### config.mk
export PLATFORM = sky130hd
export DESIGN_NAME = hv_bundle_accumulator
export DESIGN_NICKNAME = d
export VERILOG_FILES = /design/src/rtl/hv_bundle_accumulator.sv
export SDC_FILE = /design/constraint.sdc
export NUM_CORES = 1
export LEC_CHECK = 0
export ABC_AREA = 1
export CORE_UTILIZATION = 37
export CTS_BUF_LIST = sky130_fd_sc_hd__clkbuf_4 sky130_fd_sc_hd__clkbuf_8
export CTS_CLUSTER_SIZE = 8
export DETAILED_ROUTE_END_ITERATION = 10
export PLACE_DENSITY = 0.57
export REMOVE_ABC_BUFFERS = 1
export SYNTH_ARGS = -nofsm -noshare
export SYNTH_HDL_FRONTEND = slang
export SYNTH_SLANG_ARGS = --single-unit
### constraint.sdc
create_clock -name i_clk -period 2.7 [get_ports i_clk]
set_input_delay 0.405 -clock i_clk [delete_from_list [all_inputs] [get_ports i_clk]]
set_output_delay 0.405 -clock i_clk [all_outputs]
set_load 0.1 [all_outputs]
### src/rtl/hv_bundle_accumulator.sv
// Saturating bundle accumulator for the HD accelerator: sums NUM_SAMPLES unsigned
// element values through a prefix carry-lookahead adder and hands the result downstream.

module carry_lookahead_adder #(
    parameter int WIDTH = 16
) (
    input  logic [WIDTH-1:0] add1,
    input  logic [WIDTH-1:0] add2,
    output logic [WIDTH:0]   result
);
    localparam int LEVELS = (WIDTH > 1) ? $clog2(WIDTH) : 1;

    // Kogge-Stone prefix tree: level L holds group generate/propagate spanning 2**L bits.
    logic [LEVELS:0][WIDTH-1:0] gen;
    logic [LEVELS:0][WIDTH-1:0] prop;
    logic [WIDTH:0]             carry;

    always_comb begin
        gen     = '0;
        prop    = '0;
        gen[0]  = add1 & add2;
        prop[0] = add1 ^ add2;
        for (int l = 0; l < LEVELS; l++) begin
            for (int i = 0; i < WIDTH; i++) begin
                if (i >= (1 << l)) begin
                    gen[l+1][i]  = gen[l][i] | (prop[l][i] & gen[l][i - (1 << l)]);
                    prop[l+1][i] = prop[l][i] & prop[l][i - (1 << l)];
                end else begin
                    gen[l+1][i]  = gen[l][i];
                    prop[l+1][i] = prop[l][i];
                end
            end
        end
        carry    = '0;
        carry[0] = 1'b0;
        for (int i = 0; i < WIDTH; i++) begin
            carry[i+1] = gen[LEVELS][i];
        end
        result = {carry[WIDTH], prop[0] ^ carry[WIDTH-1:0]};
    end
endmodule

module hv_bundle_accumulator #(
    parameter int WIDTH       = 8,
    parameter int ACC_WIDTH   = 16,
    parameter int NUM_SAMPLES = 4
) (
    input  logic                 i_clk,
    input  logic                 i_rst,
    input  logic                 i_flush,
    input  logic                 i_valid,
    output logic                 o_ready,
    input  logic [WIDTH-1:0]     i_data,
    output logic                 o_valid,
    input  logic                 i_ready,
    output logic [ACC_WIDTH-1:0] o_sum,
    output logic                 o_overflow
);
    localparam int CW = $clog2(NUM_SAMPLES + 1);
    localparam logic [CW-1:0] LAST = CW'(NUM_SAMPLES - 1);

    // Handshake: a transfer happens on a rising edge where valid and ready are both high;
    // o_ready depends on state only, o_valid/o_sum/o_overflow are held until taken.
    typedef enum logic {ACCUM = 1'b0, DONE = 1'b1} state_t;

    state_t               state;
    logic [ACC_WIDTH-1:0] acc;
    logic [CW-1:0]        count;
    logic                 ovf;
    logic [ACC_WIDTH:0]   add_result;
    logic                 carry_out;
    logic [ACC_WIDTH-1:0] sat_sum;
    logic                 accept;

    carry_lookahead_adder #(.WIDTH(ACC_WIDTH)) u_adder (
        .add1   (acc),
        .add2   (ACC_WIDTH'(i_data)),
        .result (add_result)
    );

    assign carry_out = add_result[ACC_WIDTH];
    assign sat_sum   = carry_out ? '1 : add_result[ACC_WIDTH-1:0];
    assign o_ready   = (state == ACCUM);
    assign accept    = i_valid & o_ready;

    always_ff @(posedge i_clk) begin
        if (i_rst) begin
            state      <= ACCUM;
            acc        <= '0;
            count      <= '0;
            ovf        <= 1'b0;
            o_valid    <= 1'b0;
            o_sum      <= '0;
            o_overflow <= 1'b0;
        end else if (i_flush) begin
            // Abort drops the partial bundle but keeps the last published result.
            acc   <= '0;
            count <= '0;
            ovf   <= 1'b0;
            if (state == DONE) begin
                o_valid <= 1'b0;
                state   <= ACCUM;
            end
        end else begin
            case (state)
                ACCUM: begin
                    if (accept) begin
                        if (count == LAST) begin
                            o_sum      <= sat_sum;
                            o_overflow <= ovf | carry_out;
                            o_valid    <= 1'b1;
                            state      <= DONE;
                            acc        <= '0;
                            count      <= '0;
                            ovf        <= 1'b0;
                        end else begin
                            acc   <= sat_sum;
                            count <= count + CW'(1);
                            ovf   <= ovf | carry_out;
                        end
                    end
                end
                DONE: begin
                    if (i_ready && o_valid) begin
                        o_valid <= 1'b0;
                        state   <= ACCUM;
                    end
                end
                default: state <= ACCUM;
            endcase
        end
    end
endmodule

# Yosys cells after proc, flatten, opt, wreduce, memory -nomap -nowiden
# Cells that the tools add are included.
# word_totals
output_inout_bits	19
inputBits	13
word_cells	171
ff_bits	39
# op_classes
eq_ne	5
mux	14
bitwise	139
n_reduce_logical	5
addsub	1
# ops
cell	count
1-bit AND	84
1-bit OR	50
16-bit 2-to-1 mux	2
16-bit by 8-bit AND with 16-bit output	1
16-bit bitwise XOR	1
16-bit by 8-bit bitwise XOR with 16-bit output	1
1-bit 2-to-1 mux	9
3-bit by 2-bit inequality test with 1-bit output, second input constant	3
4-bit AND reduction	2
1-bit one-hot mux with 2 select lines	2
3-bit by 1-bit adder with 3-bit output, second input constant	1
3-bit by 2-bit equality test with 1-bit output, second input constant	1
3-bit 2-to-1 mux	1
2-bit by 1-bit inequality test with 1-bit output, second input constant	1
1-bit inverter	2
2-bit AND reduction	1
2-bit OR reduction	1
1-bit logical AND	1

# Longest topological paths before layout
# depth
depth_word	11
depth_mapped	12
mapped_depth_nobuf	12

# By module
# From an unflattened synthesis, not the netlist that was laid out.
# hier_totals
hier_cells	451
hier_area_um2	2751.4
# modules_own_cells
mod	cells_per_inst	seq_area_each_um2	area_each_um2	n_inst
hv_bundle_accumulator	266	780.7	1795.5	1
carry_lookahead_adder	185	0.0	955.9	1

# Least setup slack after synthesis
# OpenSTA, ideal clock, no wires.
# synth_path
path_kind	input -> register
start	input i_data[0]
end	register o_sum[0]
path_slack_ns	0.696
required_ns	2.585
t_arrival_ns	1.888
stages	12
cell_sequence	ha_1 > fa_1 > nand2_1 > nand2_1 > and2_1 > nand2_1 > nand2_2 > nand2_4 > buf_8 > nand2_2 > o21ai_0 > inv_1
# synth_via
elab_chain_len	10
elab_cells_between_ends	12
cone_classes	mux (1); bitwise (11)
# synth_rtl
element	line_no	rtl
from (decl)	53	input logic [WIDTH-1:0] i_data,
16-bit by 8-bit AND with 16-bit output	21	gen[0] = add1 & add2;
1-bit AND	26	gen[l+1][i] = gen[l][i] | (prop[l][i] & gen[l][i - (1 << l)]);
1-bit OR	26	
1-bit AND	26	
1-bit OR	26	
1-bit AND	26	
1-bit OR	26	
1-bit AND	26	
1-bit OR	26	
16-bit 2-to-1 mux (*)	82	assign sat_sum = carry_out ? '1 : add_result[ACC_WIDTH-1:0];
to (signal assigned)	109	o_sum <= sat_sum;
to (decl)	56	output logic [ACC_WIDTH-1:0] o_sum,
# Mark *: on every way between the ends. The rest lies on a longest branch, timed or not.
# A chain may end at the register's enable or synchronous reset.

# Worst setup path after layout
# layout_path
start	input i_data[0]
end	register o_sum[2]
# layout_via
elab_chain_len	10
elab_cells_between_ends	11
cone_classes	mux (1); bitwise (10)
# layout_rtl
element	line_no
16-bit by 8-bit AND with 16-bit output (*)	21
1-bit AND (*)	26
1-bit OR (*)	26
1-bit AND	26
1-bit OR	26
1-bit AND	26
1-bit OR	26
1-bit AND	26
1-bit OR	26
16-bit 2-to-1 mux (*)	82
# Marks and branches as above.

==> results.md <==
* Status: completed
* Startpoint types: input port
* Initial antenna violation count at 0
* CP Data Required Time at 2.90 ns
* F_max at 426.8 MHz
* Total CTS buffers at 5
* Yosys cell types at 35
* Finished Layout Cells at 436
* Port bufs at 31
* Core Region at 0.005921 sq mm
* Post-route ant nets at 0
* Clock Skew at 0.008952 ns
* Nets at 383
* Die area at 0.006455 sq mm
* Power Internal at 0.8189 mW
* Sequential power share at 0.514
* Die height at 80.35 um
* Clock sink count at 39
* DRC viols at 0
* Minimum clock period at 2.343 ns
* # IOs at 32
* Critical Path AT at 2.55 ns
* Post-CTS Setup Bufs at 0
* Layout cell share with drive strength beyond 1 at 0.1745
* Grt ovf at 0
* Post-Route WL at 5167 um
* RSZ-0062 raised after global routing: no
* Critical Path End Type: flip-flop
* CTS tree: built
* CP Max Fanout at 17
* Global-route wire length before repair at 8997 um
* Synth area leader: dfxtp_1
* Root Buffer: clkbuf_8
* Antenna diode count at 0
* Critical path type: in2reg
* Worst skew pair latency at 0.30 ns
* Lkg Pwr at 1.328 nW
* Placed cell count at 428
* Hold crit path type: reg2reg
* Hold Slack at 0.4724 ns
* Die Wd at 80.35 um
* CTS Hold Buffers Added at 0
* Power density over cell area at 422.7 mW/mm^2
* Final hold vios at 0
* Final RePlAce weighted congestion at 0.8242
* Post-Syn Instances at 329
* Post-Syn Area at 0.002271 sq mm
* DR WL/cell at 11.85 um
* Initial Utilization at 0.3836
* Combinational fraction of design power at 0.116
* Area growth, synth to finish at 18.46%
* Vias/cell at 4.718
* Maxcap violations at 0
* TritonRoute pass-1 iters at 4
* Seq/Total Area, Yosys at 0.3438
* Setup total negative slack at 0 ns
* Longest Clk Path Bufs at 2
* Clk pin slew, worst setup/hold paths at 0.09 ns
* Switching share of power at 0.2799
* Clock Power Share at 0.369
* Via count of the first global-routing pass at 1920
* Post-Syn Area per Cell at 6.903 sq um
* Setup violators final at 0
* Site Rows at 28
* Drt initial violations at 96
* Post-CTS resize count at 0
* FF+latch count, synth at 39
* H-tree depth at 2
* Switching power at 0.3182 mW
* Largest net degree at the start of global routing at 22
* Post-synth top area share at 0.3438
* Worst slew margin at 0.6353
* Via Count at 2057
* YS warnings at 0
* Crit share post-route at 0.8678
* Total GRT Usage at 0.1831
* Worst-Margin Slew at 0.5465 ns
* Slew Limit Fails at 0
* Dominant cells by area after synthesis: dfxtp_1, nand2_1, inv_1, nand3_1, ha_1
* Worst IR Drop VDD at 0.2353 mV
* Detailed Place HPWL at 3575 um
==> cell usage after synthesis <==
cell	count
buf_8	1
dfxtp_1	39
or2_2	2
o21ai_0	19
o211ai_1	1
nor3_1	1
o21bai_2	1
xor2_1	1
o21bai_1	8
nand3b_1	2
a311oi_1	1
fa_1	1
buf_2	4
nand3_1	23
clkbuf_1	4
a21boi_0	1
a21o_1	2
nand2_4	1
nand2_1	88
nor3_4	1
nand3_2	6
o21a_1	2
nor2_1	25
inv_2	5
a21oi_2	7
nor2_2	4
inv_1	44
and2_1	1
buf_1	1
ha_1	9
o211a_1	1
a211o_1	1
nand2_2	6
nand4_1	2
a21oi_1	14
==> layout make-up <==
| cell class | count | area [sq um] |
|---|---|---|
| tap | 75 | 93.84 |
| clock buffer | 5 | 68.82 |
| multi-input combinational | 231 | 1252 |
| clock inverter | 3 | 25.02 |
| fill | 642 | 3231 |
| inverter | 49 | 183.9 |
| sequential | 39 | 780.7 |
| timing repair buffer | 34 | 285.3 |
==> logic make-up after synthesis <==
family                   after synthesis  synth area share
buffers and inverters                 59            0.1047
AND/OR/NAND/NOR                      162            0.3262
flip-flops                            39            0.3438
XOR/XNOR                               1          0.003857
adder cells (fa/ha/maj)               10           0.05840
AO/OA/AOI/OAI                         58            0.1631
==> worst max-delay path, cell delays in order <==
cell             delay, ns
clkdlybuf4s50_1       0.41
ha_1                  0.23
fa_1                  0.39
nand2_1               0.10
nand2_1               0.08
and2_1                0.16
nand2_1               0.09
nand2_2               0.10
nand2_4               0.22
o21ai_0               0.18
o21bai_1              0.15
inv_1                 0.05
==> stage by stage <==
step           total power, mW  setup WS [ns]    util  cell area [sq um]
4_1_cts                  1.156         0.3405  0.4544               2690
3_5_place_dp            0.7319        0.02158  0.4385               2596
6_report                 1.137         0.3570  0.4544               2690
2_1_floorplan           0.6854         0.3845       -               2217
3_3_place_gp            0.7319        0.07475  0.4385               2596
5_1_grt                  1.194         0.1751  0.4544               2690
==> worst paths after layout <==
| path | startpoint | to | slack, ns | depth (start not counted) |
|---|---|---|---|---|
| setup / recovery | i_data[0] | o_sum[2] | 0.36 | 12 |
| hold / removal | count[2] | count[2] | 0.47 | 2 |
| setup reg to reg | acc[0] | o_sum[2] | 0.56 | 11 |
| hold reg to reg | count[2] | count[2] | 0.47 | 2 |
==> power groups by stage <==
stage | Combinational, mW | Clock, mW | Sequential (mW)
3_5_place_dp | 0.133 | 0 | 0.598
2_1_floorplan | 0.0858 | 0 | 0.600
3_3_place_gp | 0.134 | 0 | 0.598
4_1_cts | 0.134 | 0.437 | 0.585
6_report | 0.132 | 0.420 | 0.585
5_1_grt | 0.149 | 0.459 | 0.586
==> state kept, by name (all words and copies together), names as in the netlist <==
name,count
ovf,1
acc,16
o_overflow,1
o_valid,1
o_sum,16
state,1
count,3
==> per-layer routing <==
layer / share of wire / vias to the layer above / global-route usage
met3: 0.033 / 6 / 0.04318
met5: 0 / - / 0
li1: - / 1106 / -
met4: 0.015 / 0 / 0.06429
met2: 0.46 / 31 / 0.2958
met1: 0.49 / 914 / 0.2361
==> cells in the final DEF, fill, tap and decap left out, types with 4 or more instances in the layout <==
| master | instances |
|---|---|
| a21oi_1 | 14 |
| a21oi_2 | 7 |
| buf_4 | 22 |
| clkbuf_8 | 5 |
| clkdlybuf4s50_1 | 12 |
| dfxtp_1 | 39 |
| ha_1 | 9 |
| inv_1 | 44 |
| inv_2 | 5 |
| nand2_1 | 88 |
| nand2_2 | 6 |
| nand3_1 | 23 |
| nand3_2 | 6 |
| nor2_1 | 25 |
| nor2_2 | 4 |
| o21ai_0 | 19 |
| o21bai_1 | 8 |
(Power assumes the default switching activity.)
